**src/rtl/mem_dump_tx.sv**
```systemverilog
// mem_dump_tx
//   Reads an inclusive address range from the 21-bit external memory bus and
//   streams it over a UART as an 8N1 frame:
//   HDR_BYTE, the data bytes, then the checksum (mod-256 sum of the data bytes).
//   Runs from the UART clock while the Game Boy is held in reset. The memory
//   bus is only meaningful while busy is high.
//
// Ports
//   clk        UART/loader clock, all logic on the rising edge
//   n_reset    asynchronous active-low reset
//   start      dump request, only looked at in IDLE
//   start_adr  first address of the range (inclusive), captured on start
//   end_adr    last address of the range (inclusive), captured on start
//   adr        memory address, valid while read is high
//   read       memory read strobe, held for READ_WAIT+1 cycles per byte
//   data       memory read data, sampled on the last read cycle
//   n_cts      host ready (active low), double-flop synchronised here
//   tx         UART transmit line, idles high
//   busy       high from accepted start until the checksum stop bit ends
//   done       one-cycle pulse after the checksum stop bit
module mem_dump_tx #(
  parameter int         CLK_DIV   = 104,
  parameter int         READ_WAIT = 2,
  parameter logic [7:0] HDR_BYTE  = 8'hA5
) (
  input  logic        clk,
  input  logic        n_reset,
  input  logic        start,
  input  logic [20:0] start_adr,
  input  logic [20:0] end_adr,
  output logic [20:0] adr,
  output logic        read,
  input  logic [7:0]  data,
  input  logic        n_cts,
  output logic        tx,
  output logic        busy,
  output logic        done
);

  localparam int BW = $clog2(CLK_DIV);
  localparam int WW = (READ_WAIT > 1) ? $clog2(READ_WAIT) : 1;
  localparam logic [BW-1:0] BAUD_LAST = BW'(CLK_DIV - 1);
  localparam logic [WW-1:0] WAIT_LAST = WW'((READ_WAIT > 0) ? (READ_WAIT - 1) : 0);

  typedef enum logic [2:0] {
    S_IDLE, S_HDR, S_FETCH, S_WAIT, S_SEND, S_CSUM, S_FIN
  } state_t;

  state_t        state_q, state_d;
  logic [20:0]   cur_adr_q, cur_adr_d;
  logic [20:0]   last_adr_q, last_adr_d;
  logic [20:0]   adr_q, adr_d;
  logic          read_q, read_d;
  logic [7:0]    data_q, data_d;
  logic [7:0]    csum_q, csum_d;
  logic [9:0]    frame_q, frame_d;
  logic [3:0]    bit_cnt_q, bit_cnt_d;
  logic [BW-1:0] baud_cnt_q, baud_cnt_d;
  logic          sending_q, sending_d;
  logic [WW-1:0] wait_cnt_q, wait_cnt_d;
  logic          tx_q, tx_d;
  logic          busy_q, busy_d;
  logic          done_q, done_d;
  logic          cts_meta_q, cts_meta_d;
  logic          cts_sync_q, cts_sync_d;

  logic [7:0]    tx_byte;
  logic          byte_last;

  always_comb begin
    state_d    = state_q;
    cur_adr_d  = cur_adr_q;
    last_adr_d = last_adr_q;
    adr_d      = adr_q;
    read_d     = read_q;
    data_d     = data_q;
    csum_d     = csum_q;
    frame_d    = frame_q;
    bit_cnt_d  = bit_cnt_q;
    baud_cnt_d = baud_cnt_q;
    sending_d  = sending_q;
    wait_cnt_d = wait_cnt_q;
    tx_d       = tx_q;
    busy_d     = busy_q;
    done_d     = 1'b0;
    cts_meta_d = n_cts;
    cts_sync_d = cts_meta_q;

    tx_byte = csum_q;
    if (state_q == S_HDR) begin
      tx_byte = HDR_BYTE;
    end else if (state_q == S_SEND) begin
      tx_byte = data_q;
    end

    // Final cycle of the stop bit of the byte currently being shifted out.
    byte_last = sending_q && (bit_cnt_q == 4'd9) && (baud_cnt_q == BAUD_LAST);

    // Shared serialiser for header, data and checksum bytes. Flow control is
    // only consulted before the start bit, so a started byte always finishes.
    // The frame register holds {stop, data, start}; tx takes bit 1 at each
    // bit boundary as the register shifts in ones from the top.
    if (state_q inside {S_HDR, S_SEND, S_CSUM}) begin
      if (!sending_q) begin
        if (!cts_sync_q) begin
          sending_d  = 1'b1;
          frame_d    = {1'b1, tx_byte, 1'b0};
          tx_d       = 1'b0;
          bit_cnt_d  = 4'd0;
          baud_cnt_d = '0;
        end
      end else if (baud_cnt_q == BAUD_LAST) begin
        baud_cnt_d = '0;
        if (bit_cnt_q == 4'd9) begin
          sending_d = 1'b0;
        end else begin
          bit_cnt_d = bit_cnt_q + 4'd1;
          frame_d   = {1'b1, frame_q[9:1]};
          tx_d      = frame_q[1];
        end
      end else begin
        baud_cnt_d = baud_cnt_q + BW'(1);
      end
    end

    case (state_q)
      S_IDLE: begin
        if (start) begin
          cur_adr_d  = start_adr;
          last_adr_d = end_adr;
          csum_d     = 8'h00;
          busy_d     = 1'b1;
          sending_d  = 1'b0;
          state_d    = S_HDR;
        end
      end
      S_HDR: begin
        if (byte_last) begin
          if (last_adr_q < cur_adr_q) begin
            state_d = S_CSUM;
          end else begin
            adr_d   = cur_adr_q;
            read_d  = 1'b1;
            state_d = S_FETCH;
          end
        end
      end
      // First read cycle; with no wait states the data is taken right here.
      S_FETCH: begin
        if (READ_WAIT == 0) begin
          data_d  = data;
          csum_d  = csum_q + data;
          read_d  = 1'b0;
          state_d = S_SEND;
        end else begin
          wait_cnt_d = '0;
          state_d    = S_WAIT;
        end
      end
      S_WAIT: begin
        if (wait_cnt_q == WAIT_LAST) begin
          data_d  = data;
          csum_d  = csum_q + data;
          read_d  = 1'b0;
          state_d = S_SEND;
        end else begin
          wait_cnt_d = wait_cnt_q + WW'(1);
        end
      end
      // Equality termination means the address never wraps past 21'h1FFFFF.
      S_SEND: begin
        if (byte_last) begin
          if (cur_adr_q == last_adr_q) begin
            state_d = S_CSUM;
          end else begin
            cur_adr_d = cur_adr_q + 21'd1;
            adr_d     = cur_adr_q + 21'd1;
            read_d    = 1'b1;
            state_d   = S_FETCH;
          end
        end
      end
      S_CSUM: begin
        if (byte_last) begin
          busy_d  = 1'b0;
          done_d  = 1'b1;
          state_d = S_FIN;
        end
      end
      // Done is visible here; a start in this cycle is not looked at.
      S_FIN: begin
        state_d = S_IDLE;
      end
      default: begin
        state_d = S_IDLE;
      end
    endcase
  end

  // Reset parks the line high and drops the bus immediately.
  always_ff @(posedge clk or negedge n_reset) begin
    if (!n_reset) begin
      state_q    <= S_IDLE;
      cur_adr_q  <= '0;
      last_adr_q <= '0;
      adr_q      <= '0;
      read_q     <= 1'b0;
      data_q     <= '0;
      csum_q     <= '0;
      frame_q    <= '1;
      bit_cnt_q  <= '0;
      baud_cnt_q <= '0;
      sending_q  <= 1'b0;
      wait_cnt_q <= '0;
      tx_q       <= 1'b1;
      busy_q     <= 1'b0;
      done_q     <= 1'b0;
      cts_meta_q <= 1'b1;
      cts_sync_q <= 1'b1;
    end else begin
      state_q    <= state_d;
      cur_adr_q  <= cur_adr_d;
      last_adr_q <= last_adr_d;
      adr_q      <= adr_d;
      read_q     <= read_d;
      data_q     <= data_d;
      csum_q     <= csum_d;
      frame_q    <= frame_d;
      bit_cnt_q  <= bit_cnt_d;
      baud_cnt_q <= baud_cnt_d;
      sending_q  <= sending_d;
      wait_cnt_q <= wait_cnt_d;
      tx_q       <= tx_d;
      busy_q     <= busy_d;
      done_q     <= done_d;
      cts_meta_q <= cts_meta_d;
      cts_sync_q <= cts_sync_d;
    end
  end

  assign adr  = adr_q;
  assign read = read_q;
  assign tx   = tx_q;
  assign busy = busy_q;
  assign done = done_q;

endmodule

```
**config.mk**
```make
export PLATFORM = sky130hd
export DESIGN_NAME = mem_dump_tx
export DESIGN_NICKNAME = d
export VERILOG_FILES = /design/src/rtl/mem_dump_tx.sv
export SDC_FILE = /design/constraint.sdc
export NUM_CORES = 1
export LEC_CHECK = 0
export ABC_AREA = 1
export CAP_MARGIN = 20
export CORE_ASPECT_RATIO = 0.75
export CORE_UTILIZATION = 32
export DETAILED_ROUTE_END_ITERATION = 10
export PLACE_DENSITY = 0.47
export SLEW_MARGIN = 20
export SYNTH_ARGS = -nofsm -noshare
export SYNTH_HDL_FRONTEND = slang
export SYNTH_SLANG_ARGS = --single-unit
```
**constraint.sdc**
```tcl
create_clock -name clk -period 2.85 [get_ports clk]
set_clock_uncertainty 0.2 [all_clocks]
set_input_delay 0.57 -clock clk [delete_from_list [all_inputs] [get_ports clk]]
set_output_delay 0.57 -clock clk [all_outputs]
set_load 0.005 [all_outputs]
```
==> reports/results.txt, run 1 <==
The flow ran to the end, but the final reports show violations. The final reports fail on design-rule violations. Setup repair after global routing left no endpoint under its margin. In this run, synthesis inferred 0 flip-flops with an integrated enable. The minimum period implied by the final worst setup slack came out at 2.53 ns. After synthesis, the mean cell area works out to 7.18 µm². The via count of the first global-routing pass came out at 5177.

The worst slew margin relative to its limit is 57.7%. The synthesized design devotes to its leading area cell type 38.1% of total area. The worst setup path is launched from a flop. Summed over all layers, the global routing overflow is 0.

The number of antenna violations at the first check in global routing is 0, and the worst endpoint required time is 2.87 ns. By area the synthesized netlist is led by dfrtp_1 38%, nand2_1 22%, ha_1 6.2%. From left edge to right edge, the die measures 166 µm. Main flop type after synthesis: dfrtp_1. Using the TritonRoute via totals, the vias-per-cell ratio works out to 4.63.

The count of TritonRoute iterations in the first routing pass is 10, and the post-synthesis sequential element count is 109. The worst hold path belongs to the class reg2reg. Synthesis produced a netlist whose cell count is 897.

The area growth from synthesis to layout is 21.2%. The final layout contains routed wiring with a total length of 17600 µm. In the post-synthesis netlist, the cell with the most instances is nand2_1. The remaining number of nets flagged by the antenna check after routing was 0; the standby leakage power was 3.87 nW. Post-CTS repair changed the size of 0 cells. The DRC violation total after the first TritonRoute iteration is 415. In the final routed layout, each cell accounts on average for 14.3 µm.

The H-tree depth was 3. After clock tree synthesis, the clock-pin slew on the worst setup and hold paths is 0.08 ns. The initialized floorplan defines 44 standard-cell rows. The repair_antennas step left the layout with diodes totalling 0. The clock latency of the later-clocked register in the worst-skew pair was 0.36 ns; the height of the chip was 125 µm. Dividing the final minimum period by the clock period gives 88.8%. The tools report the endpoint kind of the worst setup timing path as a flop.

The final net count was 1059. The path with the worst hold slack has its endpoint at cts_sync_q. Detailed routing inserted a total of 5693 vias. For this run, the top clock speed supported by timing is 395 MHz. The total track usage came out at 17.7%. The logs give 0 for the max-slew violation count and 19500 µm² for the area of the core region. Fraction of the yosys area taken by sequential cells: 42.6%. In this run the critical register-to-register path is captured at cur_adr_q[17]. The logs give 20700 µm² for the area of the die and 39.9% for the core utilization of the finished layout.

Hold violation total from the final report: 0. The highest ir drop seen on vdd is 474 µV, and the top-level port count is 79. Maximum number of pins on one net before global-route repair: 48. The worst register-to-register path has a depth of 13. The post-synth design cell area was 6440 µm².

The worst hold path was traced through 0 stages. The transition time at the pin with the least slew margin is 0.633 ns. The worst-case register-to-register setup slack is 0.32 ns.

The count of port buffers added during placement is 78. The tools report the worst hold path startpoint as cts_meta_q. TritonCTS built the clock tree.

Final weighted congestion in routability-driven placement: 0.824. For the global-route wire length before repair, the log shows 28500 µm. For the effective utilization at floorplan, the log shows 33.0%. The maximum buffer depth of the clock tree came out at 2. Power spread over the standard cell area amounts to 957 nW/µm². By startpoint and endpoint, the worst setup path is classified as reg2reg. The number of endpoints failing setup at the final stage is 0. For this run, design rule violations remaining after detail routing come to 7. The startpoint identified for the worst register-to-register timing path is cur_adr_q[18]. In the synthesized netlist the async set-or-reset flop fraction comes to 100%. The cell chosen for the clock root is clkbuf_16.

For this design, the sink count on the clock tree is 109. The logs give 0 for the number of post-CTS setup repair buffers and 9 for the number of buffers inserted during clock tree synthesis. The wire-length estimate of the detail-placed layout is 13600 µm. The synthesis warning total was 0. Across the run, the number of max-cap violations was 0. The post-synthesis cell type with the largest combined area was dfrtp_1. Final-layout setup total negative slack: 0 ns. Yosys mapped the design onto 41 distinct sky130hd cell types. The commonest cells after synthesis are 376 x nand2_1, 98 x dfrtp_1, 73 x inv_1.

The number of nets in the synthesized netlist is 984. The share of layout cells above drive strength 1 is 6.24%. The maximum fanout along the worst path is 40. Number of hold-repair buffers added at the cts stage: 1.

At the worst endpoint, the arrival time is 2.55 ns.
-- state kept, by name, summed over array words and instances, names as in the netlist, 3 cells and up --
name,flops
state_q,3
data_q,8
baud_cnt_q,7
cur_adr_q,21
bit_cnt_q,4
adr,21
csum_q,8
frame_q,8
last_adr_q,21
-- power breakdown --
part	total, mW	internal (mW)	leakage (nW)	switching (mW)
combinational	3.56	1.19	2.35	2.37
sequential	2.58	2.11	1.37	0.474
clock	1.33	0.736	0.149	0.590
total	7.47	4.03	3.87	3.43
-- placed cells by master (no fill, tap or decap), types with 2 or more instances in the layout --
cell type        Yosys  routed
nor2_4               2       2
a21oi_1             34      34
inv_2                6       6
dfrtp_1             98      98
buf_4                7      12
ha_1                32      32
xnor2_1              2       2
nand2_4              2       2
nand3_1             53      53
dfstp_2             11      11
nand4_1              5       5
clkbuf_16            0       9
clkdlybuf4s50_1      0      77
nor3_1               5       5
o211ai_1             2       2
nor2_1              66      66
nand2_2              4       4
inv_1               73      73
o22ai_1              5       5
clkbuf_8             0       2
o21ai_1             14      14
nand2_1            376     376
o21ai_0             57      57
xor2_1               6       6
-- cell families after synthesis --
logic type / count (synthesis) / synth area share, %
simple gates: 520 / 32.8
fa+ha+maj: 33 / 6.53
xor+xnor: 8 / 1.09
mux: 1 / 0.155
flops: 109 / 42.6
buf+inv: 107 / 7.09
compound gates: 119 / 9.81
-- per-layer routing --
layer,part of all wire [%],up-vias,GRT usage (%)
met4,0.52,0,3.79
met3,4.6,5,3.15
met1,59,2552,29.8
met5,0,-,0
met2,36,128,22.2
li1,-,3008,-
-- worst max-delay path, stage by stage, from the launching register on --
cell and delay (ns):
dfrtp_1 0.41, inv_1 0.11, ha_1 0.32, nand2_1 0.06, nor2_1 0.22, inv_1 0.10
nor2_1 0.16, nand2_1 0.09, nand2_1 0.06, nand2_1 0.05, nand2_1 0.10, inv_2 0.25
nand2_1 0.16, o21ai_0 0.09
-- cell type report --
type / count / area (µm²)
Sequential cell: 109 / 2740
Fill cell: 2057 / 11700
Timing Repair Buffer: 91 / 891
Multi-Input combinational cell: 681 / 3240
Clock inverter: 4 / 55.1
Inverter: 80 / 302
Tap cell: 253 / 317
Clock buffer: 12 / 256
-- through the flow --
step	instance area (µm²)	hold WS (ns)	power [mW]	std cells	worst slack [ns]
2_1_floorplan	6440	0.0744	5.12	897	0.824
3_3_place_gp	7480	0.146	6.16	1213	0.271
3_5_place_dp	7480	0.149	6.17	1213	0.189
4_1_cts	7800	0.163	7.53	1230	0.328
5_1_grt	7800	0.167	8.19	1230	0.0695
6_report	7800	0.159	7.47	1230	0.318
-- worst max-delay path by stage --
stage | depth (start not counted) | slack, ns | start | end
floorplan | 11 | 0.82 | data[0] | csum_q[6]
global placement | 12 | 0.27 | data[0] | csum_q[6]
detailed placement | 12 | 0.19 | data[0] | csum_q[6]
CTS | 12 | 0.33 | cur_adr_q[18] | adr[7]
global route | 13 | 0.07 | cur_adr_q[2] | cur_adr_q[17]
finish | 13 | 0.32 | cur_adr_q[18] | cur_adr_q[17]
Note: power is estimated with default switching activity, not from simulation.
==> run 2, diff against run 1 <==
- ABC_AREA: 1 -> not set
- MAX_ROUTING_LAYER: not set -> met4
==> reports/results.txt, run 2 <==
After legalization and detailed placement, the total HPWL measured 12600 µm. From synthesis to final layout, the design area changed by 26.5%. The final net count was 850. The logs give 0 for the max-slew violation count and 65.9% for the worst slew margin relative to its limit. The post-route netlist has 13.5% of its cells at a drive strength greater than 1. Setup repair after global routing left no endpoint under its margin. For the worst setup path, the data required time is 2.90 ns.

After synthesis, the share of flip-flops with an asynchronous set or reset is 100%. The run finished with clean final reports. Maximum buffer depth of the clock tree: 2. For the number of antenna violations at the first check in global routing, the log shows 0. The number of antenna diodes is 0, and the number of buffers inserted during clock tree synthesis is 9. The H-tree was split into 3 levels. In this run the cell area of the synthesized design comes to 6050 µm². After layout, the minimum clock period comes to 2.65 ns.

In this run the static leakage power is 3.41 nW. Category of the worst setup path launch point: a flop. Measured along the y axis, the die boundary spans 121 µm. The power per cell area was 955 nW/µm²; the post-route total power was 7.31 mW.

The run gives 18500 µm² as the area of the core region. The first global-routing pass estimated 26500 µm of wire. The clock-pin slew reported for the worst setup and hold paths after clock tree synthesis works out to 0.08 ns. During synthesis, Yosys emitted a total of 0 warnings.

The area of the die was 19500 µm². The tree is rooted in a clkbuf_16. The synthesized netlist contains 50 unique library cells. The arrival time of the worst setup path came out at 2.70 ns. After detailed placement, the design holds a cell count of 998. Synthesis inferred 109 register bits. Sorting the synthesized cells by area gives the leading types as dfrtp_1 41%, nand2_1 7.7%, ha_1 6.6%. For this run, the detailed router's first-pass iteration total came to 7.

The tools report the via count of the first global-routing pass as 4793. Entering global routing, the biggest net connects 58 pins. The number of cell rows was 43.

The top-level port count was 79. In the routed design, unresolved DRC markers number 0. The final route contains 5070 vias. For this run, the total global-route usage over all layers was measured as 18.4%.

In this design, the stage delay of the slowest critical-path cell is 0.40 ns. The fraction of synthesized cell area taken by the top area cell type works out to 40.6%. When the netlist entered floorplanning its net count stood at 753.

In this run the horizontal extent of the chip is 161 µm. For the final wirelength, the log shows 16600 µm. By instance count, the leading cell after synthesis is nand2_1.

TritonCTS built the clock tree. Dividing the detail-routed via count by the number of cells gives 5.00. The remaining number of nets flagged by the antenna check after routing was 0.

The number of endpoints failing setup at the final stage is 0, and the mean area per synthesized cell is 9.08 µm². The signal on the critical path passes through inv_1, ha_1, and4_1, and3_1, a211oi_2, nand4_1, nand3_2, buf_12, mux2_2. The total overflow left after global routing is 0. In the synthesized netlist, the cells that appear most often are 124 x nand2_1, 98 x dfrtp_1, 56 x a21oi_1.

By startpoint and endpoint, the worst setup path is classified as reg2reg. The number of enable flip-flop cells after synthesis came out at 0. The final weighted congestion in routability-driven placement was 0.840; the clock latency of the later-clocked register in the worst-skew pair was 0.36 ns.

Kind of path behind the tightest hold check: reg2reg. Leaving out fill and tap cells, the most frequent cells in the layout are 124 x nand2_1, 98 x dfrtp_1, 77 x clkdlybuf4s50_1. The maximum fanout along the worst path was 20; the number of post-CTS setup repair buffers was 0. Static timing analysis puts the maximum clock frequency at 377 MHz. The tools report the reported max-cap violation count as 0. In this run, the number of DRC markers left after iteration 0 of detailed routing was 340. The count of port buffers added during placement is 78, and the final-layout setup total negative slack is 0 ns. For the minimum setup slack after placement, the log shows -0.0290 ns.

Summing the sequential cell areas from Yosys gives 45.3% of the chip area. The library cell used most frequently in the layout, excluding fill and tap cells, is nand2_1. The cell at the slowest stage of the critical path was dfrtp_1.

Once the floorplan was initialized, standard cells occupied 32.7% of the core. In the final routed layout, each cell accounts on average for 16.4 µm. For the pin with the worst max-slew slack, the measured transition is 0.508 ns. The tools report the endpoint kind of the worst setup timing path as a flop.

The post-route fraction of the period consumed by the critical path works out to 93.1%. The synthesized instance count is 666, and the clock sink count is 109. The main flop type after synthesis is dfrtp_1.

After the flow finishes, the layout carries non-filler instances totaling 1015. The run gives 0 as the hold violation total from the final report. The post-synthesis cell type with the largest combined area is dfrtp_1. The run gives 344 µV as the highest ir drop seen on vdd. In the post-route analysis, the smallest setup slack over all paths is 0.198 ns.
[run 2: per-stage QoR]
step | area, µm² | util, % | hold WS (ns)
2_1_floorplan | 6050 | - | 0.0744
3_3_place_gp | 7320 | 39.6 | 0.151
3_5_place_dp | 7320 | 39.6 | 0.147
4_1_cts | 7630 | 41.2 | 0.162
5_1_grt | 7650 | 41.3 | 0.167
6_report | 7650 | 41.3 | 0.161
[run 2: cell families after synthesis]
family	share of synthesized area (%)
buffers and inverters	3.99
AND/OR/NAND/NOR	17.9
XOR/XNOR	3.91
AO/OA/AOI/OAI	15.8
adder cells (fa/ha/maj)	6.95
multiplexers	6.04
flip-flops	45.3
[run 2: layout make-up]
type / count / area, µm²
clock buffer: 11 / 253
tap: 247 / 309
timing repair buffer: 113 / 1090
fill: 1874 / 10900
inverter: 32 / 120
multi-input combinational: 498 / 3090
clock inverter: 5 / 41.3
sequential: 109 / 2740
[run 2: timing repair]
| item | in CTS | in global routing |
|---|---|---|
| hold buffers | 1 | 0 |
| endpoints found under the hold margin | 29 | 0 |
| resized for setup | 0 | 5 |
| endpoints found under the setup margin | 0 | 21 |
[run 2: critical path: cells and delay by family, from the launching register on]
family          cells  cell delay, ns
simple gates        4            0.78
flops               1            0.40
mux                 1            0.35
fa+ha+maj           1            0.31
buf+inv             2            0.26
compound gates      1            0.23
[run 2: worst paths after layout]
check | slack, ns | startpoint | end | depth (start not counted)
min in group asynchronous | 0.50 | n_reset | adr[2] | 2
worst max register to register | 0.20 | cur_adr_q[18] | adr[7] | 9
worst min register to register | 0.16 | cts_meta_q | cts_sync_q | 0
max in group asynchronous | 1.24 | n_reset | frame_q[8] | 3
worst min-delay path | 0.16 | cts_meta_q | cts_sync_q | 0
worst max-delay path | 0.20 | cur_adr_q[18] | adr[7] | 9
[run 2: report_power, final]
part	internal (mW)	leakage, nW	switching (mW)
sequential	2.13	1.34	0.422
combinational	1.43	1.93	2.06
clock	0.650	0.139	0.616
[run 2: per-layer routing]
metal  wire length (µm)  track usage, %  up-vias  part of all wire, %
li1                   -               -     2526                    -
met1               8980            28.2     2403                   54
met2               6650            24.0      127                   40
met3                774            3.90       14                  4.7
met4                229            4.48        0                  1.4
met5                  0               -        -                    0
